**src/rtl/rv_fetch_pkg.sv**
```systemverilog
// Shared fetch-stage types and constants: instruction idioms, FSM encoding, IF/ID record.
package rv_fetch_pkg;
  localparam logic [31:0] NOP_INSTR  = 32'h0000_0013;
  localparam logic [31:0] HALT_INSTR = 32'h0000_0063;
  localparam logic [31:0] PC_STEP    = 32'd4;

  typedef enum logic {RUN = 1'b0, HALTED = 1'b1} fetch_state_t;

  typedef struct packed {
    logic        valid;
    logic [31:0] pc;
    logic [31:0] pc_plus4;
    logic [31:0] instr;
  } ifid_t;

  // Word-align a byte address; low two bits are never meaningful for fetch.
  function automatic logic [31:0] align_pc(input logic [31:0] a);
    return {a[31:2], 2'b00};
  endfunction
endpackage

```
**src/rtl/ifetch_stage_if.sv**
```systemverilog
// Fetch-stage bus: control in, instruction memory port, IF/ID outputs.
interface ifetch_stage_if;
  logic        stall;
  logic        redirect_valid;
  logic [31:0] redirect_pc;
  logic [31:0] imem_addr;
  logic [31:0] imem_instr;
  logic        if_valid;
  logic [31:0] if_pc;
  logic [31:0] if_pc_plus4;
  logic [31:0] if_instr;
  logic        halted;

  modport master (
    input  stall, redirect_valid, redirect_pc, imem_instr,
    output imem_addr, if_valid, if_pc, if_pc_plus4, if_instr, halted
  );

  modport slave (
    output stall, redirect_valid, redirect_pc, imem_instr,
    input  imem_addr, if_valid, if_pc, if_pc_plus4, if_instr, halted
  );
endinterface

```
**src/rtl/ifetch_stage_pc_reg.sv**
```systemverilog
// Program counter: async reset to RESET_PC, redirect beats hold beats advance.
module pc_reg
  import rv_fetch_pkg::*;
#(
  parameter logic [31:0] RESET_PC = 32'h0000_0000
) (
  input  logic        clk,
  input  logic        rst,
  input  logic        redirect,
  input  logic [31:0] redirect_pc,
  input  logic        hold,
  output logic [31:0] pc
);
  always_ff @(posedge clk or posedge rst) begin
    if (rst)           pc <= align_pc(RESET_PC);
    else if (redirect) pc <= align_pc(redirect_pc);
    else if (!hold)    pc <= pc + PC_STEP;
  end
endmodule

```
**src/rtl/ifetch_stage.sv**
```systemverilog
// Fetch stage: PC, IF/ID register and RUN/HALTED FSM on the halt idiom.
// Build option IFETCH_PERF_EN adds the fetch_count output.
module ifetch_stage
  import rv_fetch_pkg::*;
#(
  parameter logic [31:0] RESET_PC = 32'h0000_0000,
  parameter int unsigned CNT_W    = 32
) (
  input  logic               clk,
  input  logic               rst,
  ifetch_stage_if.master     fif
`ifdef IFETCH_PERF_EN
  ,
  output logic [CNT_W-1:0]   fetch_count
`endif
);
  fetch_state_t state, state_nxt;
  ifid_t        ifid;
  logic [31:0]  pc;
  logic         halt_hit;
  logic         do_redirect, do_fetch, do_drain, pc_hold, halted_q;

  assign halt_hit = (fif.imem_instr == HALT_INSTR);

  pc_reg #(.RESET_PC(RESET_PC)) u_pc (
    .clk         (clk),
    .rst         (rst),
    .redirect    (do_redirect),
    .redirect_pc (fif.redirect_pc),
    .hold        (pc_hold),
    .pc          (pc)
  );

  always_ff @(posedge clk or posedge rst) begin
    if (rst) state <= RUN;
    else     state <= state_nxt;
  end

  always_comb begin
    state_nxt = state;
    if (state == RUN && !fif.redirect_valid && !fif.stall && halt_hit)
      state_nxt = HALTED;
  end

  // HALTED ignores redirect/stall except that stall keeps the halt word visible.
  always_comb begin
    do_redirect = 1'b0;
    do_fetch    = 1'b0;
    do_drain    = 1'b0;
    pc_hold     = 1'b1;
    halted_q    = 1'b0;
    case (state)
      RUN: begin
        if (fif.redirect_valid) begin
          do_redirect = 1'b1;
        end else if (!fif.stall) begin
          do_fetch = 1'b1;
          pc_hold  = halt_hit;
        end
      end
      HALTED: begin
        halted_q = 1'b1;
        do_drain = !fif.stall;
      end
      default: ;
    endcase
  end

  always_ff @(posedge clk or posedge rst) begin
    if (rst) begin
      ifid.valid    <= 1'b0;
      ifid.pc       <= align_pc(RESET_PC);
      ifid.pc_plus4 <= align_pc(RESET_PC) + PC_STEP;
      ifid.instr    <= NOP_INSTR;
    end else if (do_redirect || do_drain) begin
      ifid.valid <= 1'b0;
      ifid.instr <= NOP_INSTR;
    end else if (do_fetch) begin
      ifid.valid    <= 1'b1;
      ifid.pc       <= pc;
      ifid.pc_plus4 <= pc + PC_STEP;
      ifid.instr    <= fif.imem_instr;
    end
  end

`ifdef IFETCH_PERF_EN
  always_ff @(posedge clk or posedge rst) begin
    if (rst)           fetch_count <= '0;
    else if (do_fetch) fetch_count <= fetch_count + 1'b1;
  end
`endif

  assign fif.imem_addr   = pc;
  assign fif.if_valid    = ifid.valid;
  assign fif.if_pc       = ifid.pc;
  assign fif.if_pc_plus4 = ifid.pc_plus4;
  assign fif.if_instr    = ifid.instr;
  assign fif.halted      = halted_q;
endmodule

```
**src/flat_wrapper.sv**
```systemverilog
// flat-port wrapper written by rule: the top's interface ports become plain ports
module ifetch_stage_flat import rv_fetch_pkg::*;
#(
  parameter logic [31:0] RESET_PC = 32'h0000_0000,
  parameter int unsigned CNT_W    = 32
)
  (clk, rst, fif_stall, fif_redirect_valid, fif_redirect_pc, fif_imem_instr, fif_imem_addr, fif_if_valid, fif_if_pc, fif_if_pc_plus4, fif_if_instr, fif_halted);
  ifetch_stage_if fif_i ();
  input  logic clk;
  input  logic rst;
  input wire logic [$bits(fif_i.stall)-1:0] fif_stall;
  input wire logic [$bits(fif_i.redirect_valid)-1:0] fif_redirect_valid;
  input wire logic [$bits(fif_i.redirect_pc)-1:0] fif_redirect_pc;
  input wire logic [$bits(fif_i.imem_instr)-1:0] fif_imem_instr;
  output wire logic [$bits(fif_i.imem_addr)-1:0] fif_imem_addr;
  output wire logic [$bits(fif_i.if_valid)-1:0] fif_if_valid;
  output wire logic [$bits(fif_i.if_pc)-1:0] fif_if_pc;
  output wire logic [$bits(fif_i.if_pc_plus4)-1:0] fif_if_pc_plus4;
  output wire logic [$bits(fif_i.if_instr)-1:0] fif_if_instr;
  output wire logic [$bits(fif_i.halted)-1:0] fif_halted;
  assign fif_i.stall = fif_stall;
  assign fif_i.redirect_valid = fif_redirect_valid;
  assign fif_i.redirect_pc = fif_redirect_pc;
  assign fif_i.imem_instr = fif_imem_instr;
  assign fif_imem_addr = fif_i.imem_addr;
  assign fif_if_valid = fif_i.if_valid;
  assign fif_if_pc = fif_i.if_pc;
  assign fif_if_pc_plus4 = fif_i.if_pc_plus4;
  assign fif_if_instr = fif_i.if_instr;
  assign fif_halted = fif_i.halted;
  ifetch_stage #(.RESET_PC(RESET_PC), .CNT_W(CNT_W)) u_core (.clk(clk), .rst(rst), .fif(fif_i));
endmodule
```
**config.mk**
```make
export PLATFORM = sky130hd
export DESIGN_NAME = ifetch_stage_flat
export DESIGN_NICKNAME = d
export VERILOG_FILES = /design/src/rtl/rv_fetch_pkg.sv /design/src/rtl/ifetch_stage_if.sv /design/src/rtl/ifetch_stage_pc_reg.sv /design/src/rtl/ifetch_stage.sv /design/src/flat_wrapper.sv
export SDC_FILE = /design/constraint.sdc
export NUM_CORES = 1
export LEC_CHECK = 0
export ABC_CLOCK_PERIOD_IN_PS = 4160
export CAP_MARGIN = 20
export CORE_UTILIZATION = 47
export CTS_BUF_LIST = sky130_fd_sc_hd__clkbuf_4
export DETAILED_ROUTE_END_ITERATION = 8
export PLACE_DENSITY = 0.83
export SYNTH_ARGS = -nofsm -noshare
export SYNTH_HDL_FRONTEND = slang
export SYNTH_SLANG_ARGS = --single-unit
```
**constraint.sdc**
```tcl
create_clock -name clk -period 4.16 [get_ports clk]
set_input_delay 0.416 -clock clk [delete_from_list [all_inputs] [get_ports clk]]
set_output_delay 0.416 -clock clk [all_outputs]
set_load 0.02 [all_outputs]
```
==> results by group, run 1 <==
Clock tree
  • Clock sink total: 124
  • PostCTS Resize Cnt: 0
  • Htree depth: 4
  • CTS Buf Count: 17
  • CTS tree: yes
  • Latest clock arrival within the worst-skew pair: 530 ps
  • Clock slew at reported path FFs: 120 ps
  • CTS max path bufs: 2
  • Setup Fix Bufs, Post-CTS: 0
  • Cts hold-fix bufs: 0
  • Root Driver: clkbuf_4

Yosys
  • Xor and xnor area share after synthesis: 5.061%
  • Post-synthesis async set-or-reset flop share: 100.0%
  • Adder-Cell Fraction of Synth Area: 0.2126%
  • Synth Warn #: 0
  • Main combinational cell family by area after synthesis: simple AND/OR/NAND/NOR gates
  • Gate Count Post-Synth: 621
  • Synth cell types: 56
  • Mux cell area share after synthesis: 1.042%
  • Main synth FF type: dfrtp_1
  • FF+latch count, synth: 124
  • Synthesized area: 0.005884 sq mm
  • Synth Area in Compound Gates: 13.78%
  • Post-synthesis sequential area ratio: 52.82%
  • Simple-Gate Fraction of Synth Area: 22.09%
  • Avg Synthesized Cell Area: 9.476 sq um
  • EDFF count, synth: 0

Routing
  • Vias: 5337
  • Post-DR vias/cell: 5.525
  • Final wirelength: 16.66 mm
  • TritonRoute pass-1 iters: 4
  • Residual DRC count: 0
  • Wirelength per Cell: 17.25 um
  • Final ANT Viol Nets: 0
  • Initial DRC count: 420

STA
  • Endpoints failing hold: 0
  • Worst-Margin Slew: 1096 ps
  • FMAX: 356.8 MHz
  • Max_slew headroom: 26.95%
  • Setup TNS: 0 ps
  • RSZ-0062 raised after global routing: false
  • Clk_skew: 17.71 ps
  • Fin crit period: 2803 ps
  • Final Max Tran Viols: 0
  • Period utilization: 67.38%
  • Final Setup Violations: 0

Placed design
  • Gpl congestion: 0.8535
  • DP Cell Count: 933
  • IO buf count: 189
  • Detail Placement HPWL: 11.76 mm

Global route
  • Overflow after GRT: 0
  • Vias in the first global route: 5264
  • Initial antenna violation count: 0
  • Largest net degree at the start of global routing: 96
  • Total GRT Usage: 26.37%
  • First-pass GRT wire length: 26.39 mm

Worst setup path
  • Crit start category: input port
  • Crit path max fanout: 26
  • CP Class: in -> reg
  • Critical Path Sink Type: flip-flop
  • Arr. time, crit path: 3240 ps
  • Worst endpoint required time: 4600 ps

Floorplanning
  • Die Y: 113.9 um
  • Core area: 0.01211 sq mm
  • Initial Util: 48.58%
  • Die Wd: 113.9 um
  • FP Rows: 40
  • Die area: 0.01297 sq mm
  • IO Pins: 198

Hold path
  • Min-Delay Path Class: in -> async

Outcome
  • Status: finished, final reports clean

Finish
  • Non-filler cells, final: 966
  • Fill count: 999
  • Area growth syn-to-layout: 37.83%
  • Antenna Cells: 0
  • Layout cells sized above 1: 7.769%
  • Fin nets: 854
  • Max reg flops: 32

Power and ir drop
  • Lkg Pwr: 3.434 nW
  • Power Density: 293.0 mW/mm^2
  • Max VDD drop: 139.6 uV

Flow run
  • Max-cap violation count: 0
worst max-delay path, stage by stage:
cell,delay [ps]
clkdlybuf4s50_1,440
nor4_1,330
nand4_1,510
o21ai_2,1050
o21ai_0,260
a31oi_1,240
cell usage after synthesis (all sizes together) (2+ instances only):
cell	instances	area, sq um
a21o	2	15.01
a21oi	7	35.03
a22o	29	254.0
a2bb2oi	4	35.03
a31oi	10	62.56
and2	3	18.77
and3	2	12.51
and4	4	40.04
buf	24	136.4
clkbuf	33	123.9
dfrtp	120	3003
dfstp	4	105.1
inv	8	30.03
mux2i	5	50.05
nand2	141	529.3
nand3	19	100.1
nand4	18	125.1
nor2	29	108.9
nor2b	4	25.02
nor3	16	85.08
nor4	14	112.6
nor4bb	2	20.02
o211ai	8	60.06
o21a	2	15.01
o21ai	48	240.2
o22ai	2	12.51
or2	4	25.03
or3	8	50.05
or4	2	18.77
xnor2	18	157.7
xor2	16	140.1
cell type report:
type	count	area, sq um	area share, %
Tap cell	168	210.2	2.592
Multi-Input combinational cell	437	2519	31.06
Clock buffer	19	142.6	1.759
Inverter	8	32.53	0.4011
Clock inverter	13	126.4	1.558
Sequential cell	124	3108	38.32
Timing Repair Buffer	197	1972	24.31
path summary, 6_finish.rpt:
kind / start / end / slack (ps) / cells past startpoint
worst max-delay path: fif_imem_instr[19] / u_core.u_pc.pc[19] / 1360 / 6
worst min-delay path: rst / u_core.fif.if_instr[10] / 420 / 2
worst max register to register: u_core.u_pc.pc[2] / u_core.u_pc.pc[30] / 1650 / 6
worst min register to register: u_core.fif.if_pc_plus4[20] / u_core.fif.if_pc_plus4[20] / 490 / 2
max in group asynchronous: rst / u_core.fif.if_pc_plus4[2] / 2880 / 3
min in group clk: fif_redirect_pc[15] / u_core.u_pc.pc[15] / 450 / 3
report_power, final:
part / switching, mW / total (mW) / leakage [nW] / internal, mW
clock network: 0.453 / 0.812 / 0.129 / 0.360
logic: 0.136 / 0.277 / 1.69 / 0.141
registers: 0.0496 / 1.29 / 1.61 / 1.24
cell families (layout without fill, tap and decap cells):
logic type,after synthesis,count (layout)
and+or+nand+nor,269,269
DFF,124,124
AOI/OAI and AO/OA,121,121
buffers and inverters,65,237
xor gates and xnor gates,34,34
muxes,6,6
adders and majority gates,1,1
other,1,6
layer usage:
| metal | vias to the layer above | global-route usage, % | share of wire [%] |
|---|---|---|---|
| met2 | 261 | 42.28 | 47 |
| met5 | - | 0 | 0 |
| met3 | 44 | 7.333 | 7.9 |
| met1 | 2558 | 33.74 | 42 |
| met4 | 0 | 11.17 | 2.9 |
| li1 | 2474 | - | - |
cells in the final DEF, fill, tap and decap left out, types with 3 or more instances in the layout:
cell type and n:
clkbuf_4 19, conb_1 6, or2_2 3, nand3_1 18, clkinv_1 3, inv_1 7
nand4_1 16, nor2b_1 3, a31oi_1 10, dfrtp_1 120, and2_1 3, nand2_1 141
clkinvlp_4 6, nor2_1 29, nor4_2 4, a21oi_1 7, nor3_1 15, xnor2_1 18
xor2_1 16, nor4_1 10, or3_1 7, a2bb2oi_1 4, o21ai_1 3, buf_4 6
mux2i_1 5, o21ai_0 44, dfstp_2 4, clkdlybuf4s50_1 189, o211ai_1 8, a22o_1 29
stage by stage:
step	setup slack (ps)	hold slack, ps	utilization [%]	instance area, sq um	power [mW]
global route	1219	433.4	66.96	8110	2.480
global placement	975.6	459.2	64.62	7826	1.578
CTS	1397	424.6	66.84	8095	2.384
finish	1357	415.3	66.96	8110	2.376
floorplan	451.4	513.3	-	5903	1.428
detailed placement	836.4	467.5	64.62	7826	1.587
Note: power is estimated with default switching activity, not from simulation.
==> inputs of run 2 (changes only) <==
- ABC_CLOCK_PERIOD_IN_PS: 4160 -> 2900
- clock period: 4.16 -> 2.9 ns (I/O delays scaled with it)
==> run 2 against run 1 <==
Effect of this change:
- sequential share of layout area is 0.11 points lower
- flip-flop and latch count is the same
- die area did not move
- clock skew grew 1.8 ps
- final area is 0.29% higher
- non-clock buffer count increased by 7
- critical path depth unchanged
- combinational power rose by 47%
- total power increased by 42%
- critical path type is now reg -> reg
- largest cell class unchanged
==> results by group, run 2 (synthesis results as in run 1) <==
Outcome
  • Status: finished, final reports clean

Finish
  • Highest-count cells in the layout ignoring fill and taps: 189 x clkdlybuf4s50_1, 141 x nand2_1, 120 x dfrtp_1, 44 x o21ai_0
  • Area growth syn-to-layout: 38.23%
  • Final core occ: 67.16% (+0.20 points)
  • Antenna Cells: 0 (unchanged)
  • Fin nets: 861 (+0.82%)
  • Layout cells sized above 1: 8.344% (+0.57 points)
  • Post-Layout Inst Area: 0.008134 sq mm (+0.29%)
  • Max reg flops: 32 (unchanged)
  • Commonest non-fill, non-tap cell in the layout: clkdlybuf4s50_1

Floorplanning
  • FP Rows: 40 (unchanged)
  • Die area: 0.01297 sq mm (unchanged)
  • Core area: 0.01211 sq mm (unchanged)
  • Die Y: 113.9 um (unchanged)
  • Initial Util: 48.58% (unchanged)
  • IO Pins: 198 (unchanged)
  • Die Wd: 113.9 um (unchanged)

Worst setup path
  • Worst endpoint required time: 3380 ps (-1220 ps)
  • Critical Path Sink Type: flip-flop
  • Crit path max fanout: 7 (-73%)
  • Arr. time, crit path: 2950 ps (-290 ps)
  • CP Class: reg -> reg
  • Crit start category: flip-flop

Clock tree
  • Clock slew at reported path FFs: 120 ps (about the same)
  • Latest clock arrival within the worst-skew pair: 530 ps (about the same)
  • Clock sink total: 124 (unchanged)
  • Cts hold-fix bufs: 0 (unchanged)
  • Setup Fix Bufs, Post-CTS: 0 (unchanged)
  • CTS max path bufs: 2 (unchanged)
  • PostCTS Resize Cnt: 0 (unchanged)
  • Root Driver: clkbuf_4
  • CTS tree: yes
  • Htree depth: 4 (unchanged)
  • CTS Buf Count: 17 (unchanged)

Routing
  • Wirelength per Cell: 17.32 um (+0.39%)
  • Residual DRC count: 0 (unchanged)
  • Post-DR vias/cell: 5.591 (+1.2%)
  • TritonRoute pass-1 iters: 5 (+1)
  • Initial DRC count: 507 (+21%)
  • Vias: 5429 (+1.7%)
  • Final ANT Viol Nets: 0 (unchanged)
  • Final wirelength: 16.82 mm (+0.91%)

STA
  • Setup TNS: 0 ps (unchanged)
  • Endpoints failing hold: 0 (unchanged)
  • Fin crit period: 2479 ps
  • Clk_skew: 19.50 ps (+1.793 ps)
  • Max_slew headroom: 32.33% (+5.4 points)
  • Final Setup Violations: 0 (unchanged)
  • Period utilization: 85.48%
  • RSZ-0062 raised after global routing: false
  • Final worst slack: 421.2 ps (-935.9 ps)
  • Worst-Margin Slew: 1015 ps (-80.65 ps)
  • FMAX: 403.4 MHz
  • Final Max Tran Viols: 0 (unchanged)

Power and ir drop
  • Power Density: 414.6 mW/mm^2 (+42%)
  • Lkg Pwr: 3.470 nW (+1.0%)
  • Max VDD drop: 200.6 uV (+44%)

Global route
  • Met2 usage: 44.39% (+2.1 points)
  • Largest net degree at the start of global routing: 125 (+30%)
  • Vias in the first global route: 5367 (+2.0%)
  • Total GRT Usage: 27.09% (+0.72 points)
  • First-pass GRT wire length: 27.12 mm (+2.8%)
  • GRT met3 Usage: 7.014% (-0.32 points)
  • GRT busiest layer: met2
  • Initial antenna violation count: 0 (unchanged)
  • Overflow after GRT: 0 (unchanged)
  • Met1 GRT Util: 34.05% (+0.30 points)

Placed design
  • Pre-CTS WS: 306.3 ps (-530.1 ps)
  • Detail Placement HPWL: 11.89 mm (+1.1%)
  • Gpl congestion: 0.8535 (unchanged)
  • Placed cell areas: 0.007888 sq mm (+0.78%)
  • IO buf count: 189 (unchanged)

Hold path
  • Min-Delay Path Class: in -> async

Flow run
  • Max-cap violation count: 0 (unchanged)
-- run 2: cell count changes in the layout (fill, tap and decap cells not counted), sizes merged --
cell	before	now
buf	8	15
clkinv	5	8
clkinvlp	6	2
inv	8	7
-- run 2: cell type report --
cell class                 instances  area [sq um]
clock buffer                      19         142.6
inverter                           8         33.78
clock inverter                    11         103.9
tap                              168         210.2
sequential                       124          3108
multi-input combinational        437          2519
timing repair buffer             204          2017
fill                             964          3978
-- run 2: report_power, final --
| group | internal [mW] | total (mW) | leakage (nW) | switching, mW |
|---|---|---|---|---|
| Clock | 0.504 | 1.13 | 0.140 | 0.621 |
| Sequential | 1.77 | 1.84 | 1.61 | 0.0657 |
| Combinational | 0.206 | 0.407 | 1.72 | 0.201 |
-- run 2: stage by stage --
step / hold slack (ps) / cells / total power, mW
after floorplan: 405.7 / 626 / 2.050
after global placement: 456.5 / 941 / 2.268
after detailed placement: 466.0 / 941 / 2.283
after CTS: 277.8 / 971 / 3.398
after global routing: 300.9 / 971 / 3.521
final: 279.6 / 971 / 3.372
-- run 2: routing by layer --
metal  vias up  wire length [um]
met2       290              8002
li1       2491                 -
met4         0               446
met5         -                 0
met3        38              1418
met1      2610              6948
-- run 2: worst max-delay path, stage by stage, from the launching register on --
cell	delay (ps)
dfrtp_1	560
ha_1	380
nand3_2	190
or4_1	650
o41a_1	340
mux2i_1	140
o211a_1	160
-- run 2: worst paths after layout --
kind | cells after the start | startpoint | endpoint | slack (ps)
setup / recovery | 6 | u_core.u_pc.pc[3] | u_core.u_pc.pc[30] | 420
hold / removal | 3 | rst | u_core.fif.if_instr[3] | 280
setup reg to reg | 6 | u_core.u_pc.pc[3] | u_core.u_pc.pc[30] | 420
hold reg to reg | 2 | u_core.fif.if_pc_plus4[22] | u_core.fif.if_pc_plus4[22] | 480
max in group asynchronous | 3 | rst | u_core.fif.if_pc_plus4[22] | 2130
min in group clk | 3 | fif_redirect_pc[3] | u_core.u_pc.pc[3] | 320
==> inputs of run 3 (changes only) <==
- RECOVER_POWER: default -> 25
==> run 3 against run 2 <==
Effect of this change:
- the flow now finishes with violations (max-capacitance violations, max-slew violations)
- first-iteration DRC count stayed put
- non-clock buffer count stayed put
- die area is the same
- clock skew about the same
- largest cell class unchanged
- via count decreased by 0.33%
- global-route usage stayed put
- critical endpoint unchanged
- largest power group unchanged
==> results by group, run 3 (synthesis results as in run 1) <==
Global route
  • Overflow after GRT: 0 (unchanged)
  • Total GRT Usage: 27.09% (unchanged)
  • Vias in the first global route: 5367 (unchanged)
  • Largest net degree at the start of global routing: 125 (unchanged)
  • Initial antenna violation count: 0 (unchanged)
  • First-pass GRT wire length: 27.12 mm (unchanged)

Worst setup path
  • Crit path max fanout: 7 (unchanged)
  • Crit start category: flip-flop
  • Worst endpoint required time: 3370 ps (about the same)
  • CP Class: reg -> reg
  • Arr. time, crit path: 2950 ps (about the same)
  • Critical Path Sink Type: flip-flop

Clock tree
  • Clock slew at reported path FFs: 100 ps (-20 ps)
  • Setup Fix Bufs, Post-CTS: 0 (unchanged)
  • Root Driver: clkbuf_4
  • PostCTS Resize Cnt: 0 (unchanged)
  • CTS tree: yes
  • Cts hold-fix bufs: 0 (unchanged)
  • Clock sink total: 124 (unchanged)
  • Htree depth: 4 (unchanged)
  • CTS max path bufs: 2 (unchanged)
  • CTS Buf Count: 17 (unchanged)
  • Latest clock arrival within the worst-skew pair: 530 ps (about the same)

Routing
  • Residual DRC count: 0 (unchanged)
  • Post-DR vias/cell: 5.573 (-0.33%)
  • Final wirelength: 16.83 mm (about the same)
  • Wirelength per Cell: 17.33 um (about the same)
  • Vias: 5411 (-0.33%)
  • TritonRoute pass-1 iters: 5 (unchanged)
  • Initial DRC count: 507 (unchanged)
  • Final ANT Viol Nets: 0 (unchanged)

Power and ir drop
  • Power Density: 415.0 mW/mm^2 (about the same)
  • Lkg Pwr: 3.465 nW (-0.13%)
  • Max VDD drop: 204.9 uV (+2.2%)

Placed design
  • Gpl congestion: 0.8535 (unchanged)
  • Detail Placement HPWL: 11.89 mm (unchanged)
  • DP Cell Count: 941 (unchanged)
  • IO buf count: 189 (unchanged)

Floorplanning
  • Die Y: 113.9 um (unchanged)
  • IO Pins: 198 (unchanged)
  • Core area: 0.01211 sq mm (unchanged)
  • Die area: 0.01297 sq mm (unchanged)
  • Initial Util: 48.58% (unchanged)
  • FP Rows: 40 (unchanged)
  • Die Wd: 113.9 um (unchanged)

Finish
  • Multi-input logic area: 0.002519 sq mm (unchanged)
  • Fill count: 966 (+0.21%)
  • Max reg flops: 32 (unchanged)
  • Layout cells sized above 1: 8.344% (unchanged)
  • Area growth syn-to-layout: 38.02%
  • Antenna Cells: 0 (unchanged)
  • Fin nets: 861 (unchanged)
  • Highest-count cells in the layout ignoring fill and taps: 188 x clkdlybuf4s50_1, 141 x nand2_1, 120 x dfrtp_1, 44 x o21ai_0
  • Commonest non-fill, non-tap cell in the layout: clkdlybuf4s50_1
  • Area occupied by registers: 0.003108 sq mm (unchanged)
  • Non-filler cells, final: 971 (unchanged)
  • Final core occ: 67.06% (-0.10 points)

STA
  • Final Setup Violations: 0 (unchanged)
  • Setup TNS: 0 ps (unchanged)
  • Max_slew headroom: -11.43% (-44 points)
  • Fin crit period: 2481 ps (+2.072 ps)
  • Clk_skew: 19.60 ps (+0.09970 ps)
  • Final hold slack: 321.1 ps (+41.47 ps)
  • Period utilization: 85.55% (about the same)
  • Final Max Tran Viols: 125 (+125)
  • Worst-Margin Slew: 1671 ps (+656.4 ps)
  • Endpoints failing hold: 0 (unchanged)
  • RSZ-0062 raised after global routing: false
  • FMAX: 403.1 MHz (about the same)

Outcome
  • Failing checks: max-capacitance violations, max-slew violations
  • Status: finished with violations

Hold path
  • Min-Delay Path Class: in -> reg

Flow run
  • Max-cap violation count: 1 (+1)
run 3: changes by cell type in the layout (fill, tap and decap cells not counted), sizes merged:
cell           previous run  this run
buf                      15        14
clkbuf                   19        20
clkdlybuf4s50           189       188
dlygate4sd3               0         1
run 3: metal layers:
layer / GRT usage (%) / share of wire (%) / vias up
li1: - / - / 2490
met1: 34.05 / 42 / 2617
met2: 44.39 / 47 / 264
met3: 7.014 / 7.8 / 40
met4: 11.77 / 2.8 / 0
met5: 0 / 0 / -
run 3: final timing paths:
path                                            start                    endpoint  slack (ps)  cells after the start
min in group asynchronous                         rst      u_core.fif.if_instr[3]         830                      3
setup / recovery                    u_core.u_pc.pc[3]          u_core.u_pc.pc[30]         420                      6
max in group asynchronous                         rst  u_core.fif.if_pc_plus4[22]        1010                      3
hold / removal                     fif_redirect_pc[3]           u_core.u_pc.pc[3]         320                      3
setup reg to reg                    u_core.u_pc.pc[3]          u_core.u_pc.pc[30]         420                      6
hold reg to reg            u_core.fif.if_pc_plus4[22]  u_core.fif.if_pc_plus4[22]         480                      2
run 3: through the flow:
step	area (sq um)	power (mW)	setup WS [ps]
floorplan	5907	2.050	701.5
global placement	7888	2.268	389.1
detailed placement	7888	2.283	306.3
CTS	8134	3.398	447.0
global route	8122	3.518	334.2
finish	8122	3.370	419.1
run 3: critical path: stages, from the launching register on:
cell and delay, ps:
dfrtp_1 560, ha_1 390, nand3_2 190, or4_1 650
o41a_1 340, mux2i_1 140, o211a_1 150
run 3: power breakdown:
| part | switching, mW | internal, mW |
|---|---|---|
| Sequential | 0.0657 | 1.77 |
| Combinational | 0.201 | 0.204 |
| Clock | 0.621 | 0.504 |
run 3: cell type report:
type	count	area share [%]
clock buffers	19	1.756
flip-flops and latches	124	38.27
multi-input cells	437	31.01
repair buffers	204	24.68
well taps	168	2.588
inverters	8	0.4160
clock inverters	11	1.279
